**src/rtl/alu_exec_mc.sv**
```systemverilog
// alu_exec_mc - multi-cycle ALU execution unit for the EX stage.
//
// Single-cycle ops (and, or, add, sub, slt) register their result at the
// accept edge and pulse done_o in the following cycle. Multiply runs as an
// iterative shift-add over DATA_W cycles while busy_o is high.
//
// Ports:
//   clk_i       clock, rising edge
//   rst_i       synchronous active-high reset
//   start_i     op request, sampled only while idle
//   ctrl_i      ALU control code (and/or/add/sub/slt/mul)
//   src1_i      operand A
//   src2_i      operand B
//   result_o    registered result, held until the next completion
//   zero_o      completed result == 0
//   overflow_o  signed overflow of add/sub, 0 otherwise
//   err_o       completed op used an unsupported control code
//   busy_o      multiply in progress
//   done_o      one-cycle pulse when result/flags update
//
// state | meaning
// ------+---------------------------------------------------------
// IDLE  | waiting for start_i; single-cycle ops complete from here
// MUL   | shift-add multiply iterating, start_i ignored
module alu_exec_mc #(
  parameter int DATA_W = 32
) (
  input  logic              clk_i,
  input  logic              rst_i,
  input  logic              start_i,
  input  logic [3:0]        ctrl_i,
  input  logic [DATA_W-1:0] src1_i,
  input  logic [DATA_W-1:0] src2_i,
  output logic [DATA_W-1:0] result_o,
  output logic              zero_o,
  output logic              overflow_o,
  output logic              err_o,
  output logic              busy_o,
  output logic              done_o
);

  localparam logic [3:0] OP_AND = 4'b0000;
  localparam logic [3:0] OP_OR  = 4'b0001;
  localparam logic [3:0] OP_ADD = 4'b0010;
  localparam logic [3:0] OP_SUB = 4'b0110;
  localparam logic [3:0] OP_SLT = 4'b0111;
  localparam logic [3:0] OP_MUL = 4'b0011;

  localparam int CNT_W = (DATA_W > 1) ? $clog2(DATA_W) : 1;
  localparam logic [CNT_W-1:0] CNT_LAST = CNT_W'(DATA_W - 1);

  typedef enum logic {IDLE, MUL} state_t;

  state_t            state;
  logic [CNT_W-1:0]  cnt;
  logic [DATA_W-1:0] mcand;
  logic [DATA_W-1:0] mplier;
  logic [DATA_W-1:0] acc;

  logic [DATA_W-1:0] sum;
  logic [DATA_W-1:0] diff;
  logic [DATA_W-1:0] op_res;
  logic              op_ovf;
  logic              op_err;
  logic [DATA_W-1:0] acc_next;

  always_comb begin
    sum    = src1_i + src2_i;
    diff   = src1_i - src2_i;
    op_res = '0;
    op_ovf = 1'b0;
    op_err = 1'b0;
    case (ctrl_i)
      OP_AND: op_res = src1_i & src2_i;
      OP_OR:  op_res = src1_i | src2_i;
      OP_ADD: begin
        op_res = sum;
        op_ovf = (src1_i[DATA_W-1] == src2_i[DATA_W-1]) &&
                 (sum[DATA_W-1] != src1_i[DATA_W-1]);
      end
      OP_SUB: begin
        op_res = diff;
        op_ovf = (src1_i[DATA_W-1] != src2_i[DATA_W-1]) &&
                 (diff[DATA_W-1] != src1_i[DATA_W-1]);
      end
      OP_SLT: op_res = {{(DATA_W-1){1'b0}}, ($signed(src1_i) < $signed(src2_i))};
      default: op_err = 1'b1;
    endcase
  end

  // Accumulator value after the current iteration; also the final product
  // on the last iteration, so the result is written without an extra cycle.
  assign acc_next = acc + (mplier[0] ? mcand : '0);

  always_ff @(posedge clk_i) begin
    if (rst_i) begin
      state      <= IDLE;
      cnt        <= '0;
      mcand      <= '0;
      mplier     <= '0;
      acc        <= '0;
      result_o   <= '0;
      zero_o     <= 1'b0;
      overflow_o <= 1'b0;
      err_o      <= 1'b0;
      done_o     <= 1'b0;
    end else begin
      done_o <= 1'b0;
      case (state)
        IDLE: begin
          if (start_i) begin
            if (ctrl_i == OP_MUL) begin
              mcand  <= src1_i;
              mplier <= src2_i;
              acc    <= '0;
              cnt    <= '0;
              state  <= MUL;
            end else begin
              result_o   <= op_res;
              zero_o     <= (op_res == '0);
              overflow_o <= op_ovf;
              err_o      <= op_err;
              done_o     <= 1'b1;
            end
          end
        end
        MUL: begin
          acc    <= acc_next;
          mcand  <= mcand << 1;
          mplier <= mplier >> 1;
          cnt    <= cnt + 1'b1;
          if (cnt == CNT_LAST) begin
            result_o   <= acc_next;
            zero_o     <= (acc_next == '0);
            overflow_o <= 1'b0;
            err_o      <= 1'b0;
            done_o     <= 1'b1;
            cnt        <= '0;
            state      <= IDLE;
          end
        end
        default: state <= IDLE;
      endcase
    end
  end

  assign busy_o = (state == MUL);

endmodule

```
**config.mk**
```make
export PLATFORM = sky130hd
export DESIGN_NAME = alu_exec_mc
export DESIGN_NICKNAME = d
export VERILOG_FILES = /design/src/rtl/alu_exec_mc.sv
export SDC_FILE = /design/constraint.sdc
export NUM_CORES = 1
export LEC_CHECK = 0
export ABC_AREA = 1
export BUFFER_PORTS_ARGS = -buffer_cell sky130_fd_sc_hd__buf_4
export CAP_MARGIN = 20
export CELL_PAD_IN_SITES_DETAIL_PLACEMENT = 1
export CELL_PAD_IN_SITES_GLOBAL_PLACEMENT = 1
export CORE_MARGIN = 2
export CORE_UTILIZATION = 46
export DETAILED_ROUTE_END_ITERATION = 6
export HOLD_SLACK_MARGIN = 0.08
export MAX_ROUTING_LAYER = met4
export PLACE_DENSITY = 0.94
export SYNTH_ARGS = -nofsm -noshare
export SYNTH_HDL_FRONTEND = slang
export SYNTH_SLANG_ARGS = --single-unit
```
**constraint.sdc**
```tcl
create_clock -name clk_i -period 4.55 [get_ports clk_i]
set_input_delay 0.6825 -clock clk_i [delete_from_list [all_inputs] [get_ports clk_i]]
set_output_delay 0.6825 -clock clk_i [all_outputs]
set_load 0.01 [all_outputs]
```
* After elaboration in Yosys (flattened, before gate mapping) *
Index checks and enable logic that the tools add are counted.

word-level totals
  output and inout bits = 37
  flip-flop bits (word level) = 138

cells by class
  order comparisons = 1
  equal/unequal tests = 14
  reduce and logical (&&, ||, !) cells = 8
  multiplexer cells = 40
  bitwise operators = 3
  add/sub/neg operators = 4

operators with widths
  kind                   count
  $mux W32               10
  $pmux W32 S2           4
  $pmux W32 S5           1
  $add A32 B32 Y32       2
  $logic_not A32 Y1      2
  $and A32 B32 Y32       1
  $lt A32 B32 Y1         1
  $or A32 B32 Y32        1
  $sub A32 B32 Y32       1
  $mux W1                15
  $mux W5                3
  $pmux W1 S2            6
  $pmux W5 S2            1
  $eq A4 B2 Y1 const B   2
  $eq A4 B3 Y1 const B   2
  $ne A2 B2 Y1 const B   3
  $add A5 B1 Y5 const B  1
  $eq A5 B5 Y1 const B   1
  $reduce_or A5 Y1       1
  $eq A4 B1 Y1 const B   1
  $logic_not A4 Y1       1
  $ne A1 B1 Y1           3
  $reduce_and A3 Y1      1
  $logic_and A1 B1 Y1    2
  4 further kinds        4

* Depth between registers and ports, before layout *
  depth in word-level cells = 7
  mapped depth = 24
  mapped depth without buffers = 23

* Worst setup path before layout *
OpenSTA, ideal clock, no wires.

  kind = input to register
  start = in src1_i[0]
  end = reg zero_o
  data required time = 4.494 ns
  arrival = 2.519 ns
  path slack = 1.976 ns
  cell stages on the path = 22
  cells stage by stage = inv_1 -> ha_1 -> fa_1 -> inv_1 -> nand2_1 -> nand3_1 -> nand2_1 -> nand2_1 -> nand2_1 -> nand2_1 -> nand3_1 -> nand2_1 -> nand2_1 -> nand3_1 -> nand2_1 -> inv_1 -> nand3_1 -> nor2_1 -> nand2_1 -> nand3_1 -> nand2_1 -> inv_1

on the way
  longest elaborated chain between the ends = 6

RTL lines
  element                                         RTL line  source
  start: declaration                              32        input logic [DATA_W-1:0] src1_i,
  $sub A32 B32 Y32, or another cell as far along  69        diff = src1_i - src2_i;
  $pmux W32 S5 (*)                                73        case (ctrl_i)
  $logic_not A32 Y1 (*)                           120       zero_o <= (op_res == '0);
  $mux W1 (*)                                     112       if (ctrl_i == OP_MUL) begin
  $mux W1 (*)                                     111       if (start_i) begin
  $pmux W1 S2 (*)                                 109       case (state)
  end signal: assignment                          120
  end signal: assignment                          134       zero_o <= (acc_next == '0);
  end: declaration                                35        output logic zero_o,

Every way passes the cells marked *; elsewhere a longest branch is shown, timed or not. The select of a mux whose other input is x is not followed.
A chain may end at the register's enable or synchronous reset.

* Final worst setup path *
  start = reg mplier[0]
  end = reg zero_o

on the way
  longest elaborated chain between the ends = 5

RTL lines
  element                   RTL line  source
  start: declaration        57        logic [DATA_W-1:0] mplier;
  start signal: assignment  114       mplier <= src2_i;
  start signal: assignment  130       mplier <= mplier >> 1;
  $mux W32                  93        assign acc_next = acc + (mplier[0] ? mcand : '0);
  $add A32 B32 Y32          93
  $logic_not A32 Y1         134
  $mux W1                   132       if (cnt == CNT_LAST) begin
  $pmux W1 S2               109

Every way passes these cells. The select of a mux whose other input is x is not followed.

==> metrics.txt <==
status=complete, no violations; Routed WL per cell=approximately 22 µm; latest clock arrival within the worst-skew pair=~0.47 ns; Detailed Route Iter0 Violations=1218; CP delay by family, top=simple AND/OR/NAND/NOR gates; Net Sw Frac=between 30% and 40%; ys flop type=dfxtp_1; HPWL Detailed=slightly above 50 mm; H-tree Lvls=4; Rows=64; Die Span Y=~180 µm; Hold Crit Class=reg -> reg; vias per cell=between 5 and 6; vias in the first global route=about 17k; post-CTS resize count=0; Simple-Gate Fraction of Synth Area=roughly two fifths; Critical Path RT=slightly below 5 ns; slowest stage cell on the critical path=fa_1; Vias=16.9k; PwrDens=about 240 nW/µm²; cell with the most instances after synthesis=nand2_1; YS warnings=0; main combinational cell family by area after synthesis=simple AND/OR/NAND/NOR gates; hold buffers post-CTS=0; root buf cell=clkbuf_16; fraction of synthesis flops using an asynchronous set or reset pin=0%; Max stage delay on crit path=0.51 ns; Synth top cells by count=nand2_1 (874), inv_1 (399), nor2_1 (201), nand3_1 (183), dfxtp_1 (138); Final Hold Fails=0; routability cong.=about 0.99; synth top area cells=nand2_1 (23%), dfxtp_1 (19%), ha_1 (12%); Cells after Synth=between 2k and 3k; first-pass GRT wire length=a little under 100 mm; Sequential Power Share=~33%; FILL cells=between 4k and 5k; Yosys top cell area share=between 20% and 30%; clk slew on worst S/H paths=~0.070 ns; sequential area share after synthesis=approximately a fifth; XOR/XNOR Fraction of Synth Area=~1.2%; EDFF count, synth=0; Syn Area/Cell=approximately 5.7 µm²; Crit Path Max Fanout=9; Sink Count=between 100 and 150; final period utilization=between 70% and 80%; CP Buf/Inv Count=3; nets@finish=2754; TritonCTS clock tree=done; Worst-Margin Slew=between 1 and 1.5 ns; WHS Path Cells=2; Die W=approximately 180 µm; total iterations of the first detailed-routing run=5; Clock Path Buffers=2; Hold EP=mplier[31]; Worst Hold Launch=mplier[31]; most used cell, CP=nand2_1; skew final=0.0131 ns; R2R depth=23; area delta synth->final=11.2%; share of layout cells above drive strength 1=8.16%; gr usage total=approximately 40%; CP cell instances=nand2_1 -> inv_1 -> ha_1 -> fa_1 -> nand2_1 -> nand3_1 -> o21ai_1 -> inv_1 -> nand2_1 -> nand2_1 -> nand2_1 -> nand2_1 -> nand2_1 -> nand2_1 -> nand2_1 -> nand2_1 -> nor2_1 -> nand2_1 -> nor2_1 -> nand4_1 -> nand3_1 -> nand2_1 -> inv_1; Pleak=8.16 nW; Combinational Power Share=28.2%; mux contribution to synthesized area=0%; setup TNS=0 ns; Slew headroom=26.5%; reg-to-reg endpoint=zero_o; fin crit period=3.55 ns; sw power=1.45 mW; worst reg2reg path startpoint=mplier[0]; ANT cells=0; final worst-path setup slack=0.995 ns; Worst R2R Setup Slack=1.0 ns; Mapped Nets=2706; CP Capture Type=flop; Die ar.=roughly 32000 µm²; Final ANT Viol Nets=0; # port buffers=between 100 and 150; FMAX=approximately 280 MHz; Setup Buffers After CTS=0; maxcap violations=0; Compound-Gate Fraction of Synth Area=between 10% and 20%; Clk pwr share=a little under two fifths; post-synth cell types=44; Post-Synth Adder-Cell Area=about an eighth; largest area contributor in the netlist=nand2_1; Setup Crit Path Kind=reg -> reg; largest net degree at the start of global routing=between 90 and 100; Seq cells post-synth=roughly 140; area of the core=between 30000 and 40000 µm²; Pwr Total=roughly 3.8 mW; Max Slew Vio Count=0; internal power=about 2.3 mW; final wirelength=approximately 64 mm; grt ovf=0; initial antenna violation count=0; RSZ-0062 raised after global routing=no; critical path data arrival time=~4.0 ns; Starting Density=46.6%; Remaining DRCs=0; setup violators final=0; CTS Buf Count=17; synthesized area=approximately 14000 µm²; critical path launch point type=flop; worst slack at placement=0.791 ns; maximum VDD drop=289 µV; I/O pin count=108
[cell families (layout without fill, tap and decap cells)]
group / Yosys count / count (layout)
AO/OA/AOI/OAI: 337 / 337
XOR/XNOR: 20 / 20
adder cells (fa/ha/maj): 135 / 135
buffers and inverters: 495 / 556
flip-flops: 138 / 138
AND/OR/NAND/NOR: 1375 / 1375
[registers in the layout, summed over array words and instances (netlist names)]
signal      flops
acc            32
busy_o          1
cnt             5
done_o          1
err_o           1
mcand          32
mplier         32
overflow_o      1
result_o       32
zero_o          1
[through the flow]
step                      area, µm²  cells  hold slack, ns  utilization [%]
after floorplan               14200   2500           0.441                -
after global placement        15200   2924           0.450             49.9
after detailed placement      15200   2924           0.459             49.9
after CTS                     15800   2956           0.467             51.8
after global routing          15800   2957           0.492             51.9
final                         15800   2957           0.464             51.9
[worst register-to-register path: stages (launching register included)]
cell	delay, ns
dfxtp_1	0.42
nand2_1	0.13
inv_1	0.05
ha_1	0.23
fa_1	0.51
nand2_1	0.11
nand3_1	0.07
o21ai_1	0.22
inv_1	0.14
nand2_1	0.08
nand2_1	0.16
nand2_1	0.13
nand2_1	0.09
nand2_1	0.17
nand2_1	0.09
nand2_1	0.07
nand2_1	0.08
nor2_1	0.12
nand2_1	0.09
nor2_1	0.15
nand4_1	0.13
nand3_1	0.14
nand2_1	0.07
inv_1	0.06
[layout by cell type, fill, tap and decap left out, types with 10 or more instances in the layout]
cell	synthesis	layout
o22ai_1	27	27
o21ai_0	71	71
nand3_1	183	183
nand2_2	10	10
o21bai_1	10	10
clkbuf_16	0	17
a21oi_1	122	122
a31oi_1	82	82
or2_2	10	10
nand2_1	874	874
dfxtp_1	138	137
ha_1	132	132
nor3_1	19	19
buf_4	11	118
xor2_1	13	13
inv_1	399	398
nand3b_1	15	15
nor2_2	15	16
nand4_1	30	30
nor2_1	201	199
[layout make-up]
class / instances / area, µm² / area share, %
clock inverter: 13 / 135 / 0.854
clock buffer: 19 / 443 / 2.80
sequential: 138 / 2770 / 17.5
timing repair buffer: 120 / 933 / 5.90
multi-input combinational: 1867 / 9540 / 60.3
tap: 396 / 495 / 3.13
inverter: 404 / 1520 / 9.58
[power groups by stage]
stage                     Combinational, mW  Clock (mW)  Sequential (mW)
after floorplan                       0.633           0             1.29
after CTS                              1.04        1.46             1.27
final                                  1.07        1.45             1.27
after detailed placement               1.03           0             1.29
after global placement                 1.00           0             1.29
after global routing                   1.16        1.49             1.27
[worst max-delay path by stage]
| stage | from | to | slack [ns] | cells after the start |
|---|---|---|---|---|
| floorplan | src1_i[0] | zero_o | 1.98 | 22 |
| global placement | src2_i[0] | zero_o | 0.78 | 21 |
| detailed placement | src2_i[0] | zero_o | 0.79 | 21 |
| CTS | mplier[0] | zero_o | 1.04 | 23 |
| global route | mplier[0] | zero_o | 0.73 | 18 |
| finish | mplier[0] | zero_o | 1.0 | 23 |
[per-layer routing]
metal / track usage (%) / wire length, µm / vias to the layer above / part of all wire (%)
li1: - / - / 7990 / -
met5: - / 0 / - / 0
met1: 48.9 / 27400 / 8113 / 43
met3: 4.94 / 3330 / 202 / 5.2
met2: 65.2 / 29500 / 619 / 46
met4: 20.0 / 3460 / 0 / 5.4
Power figures use the tool's default switching activity.
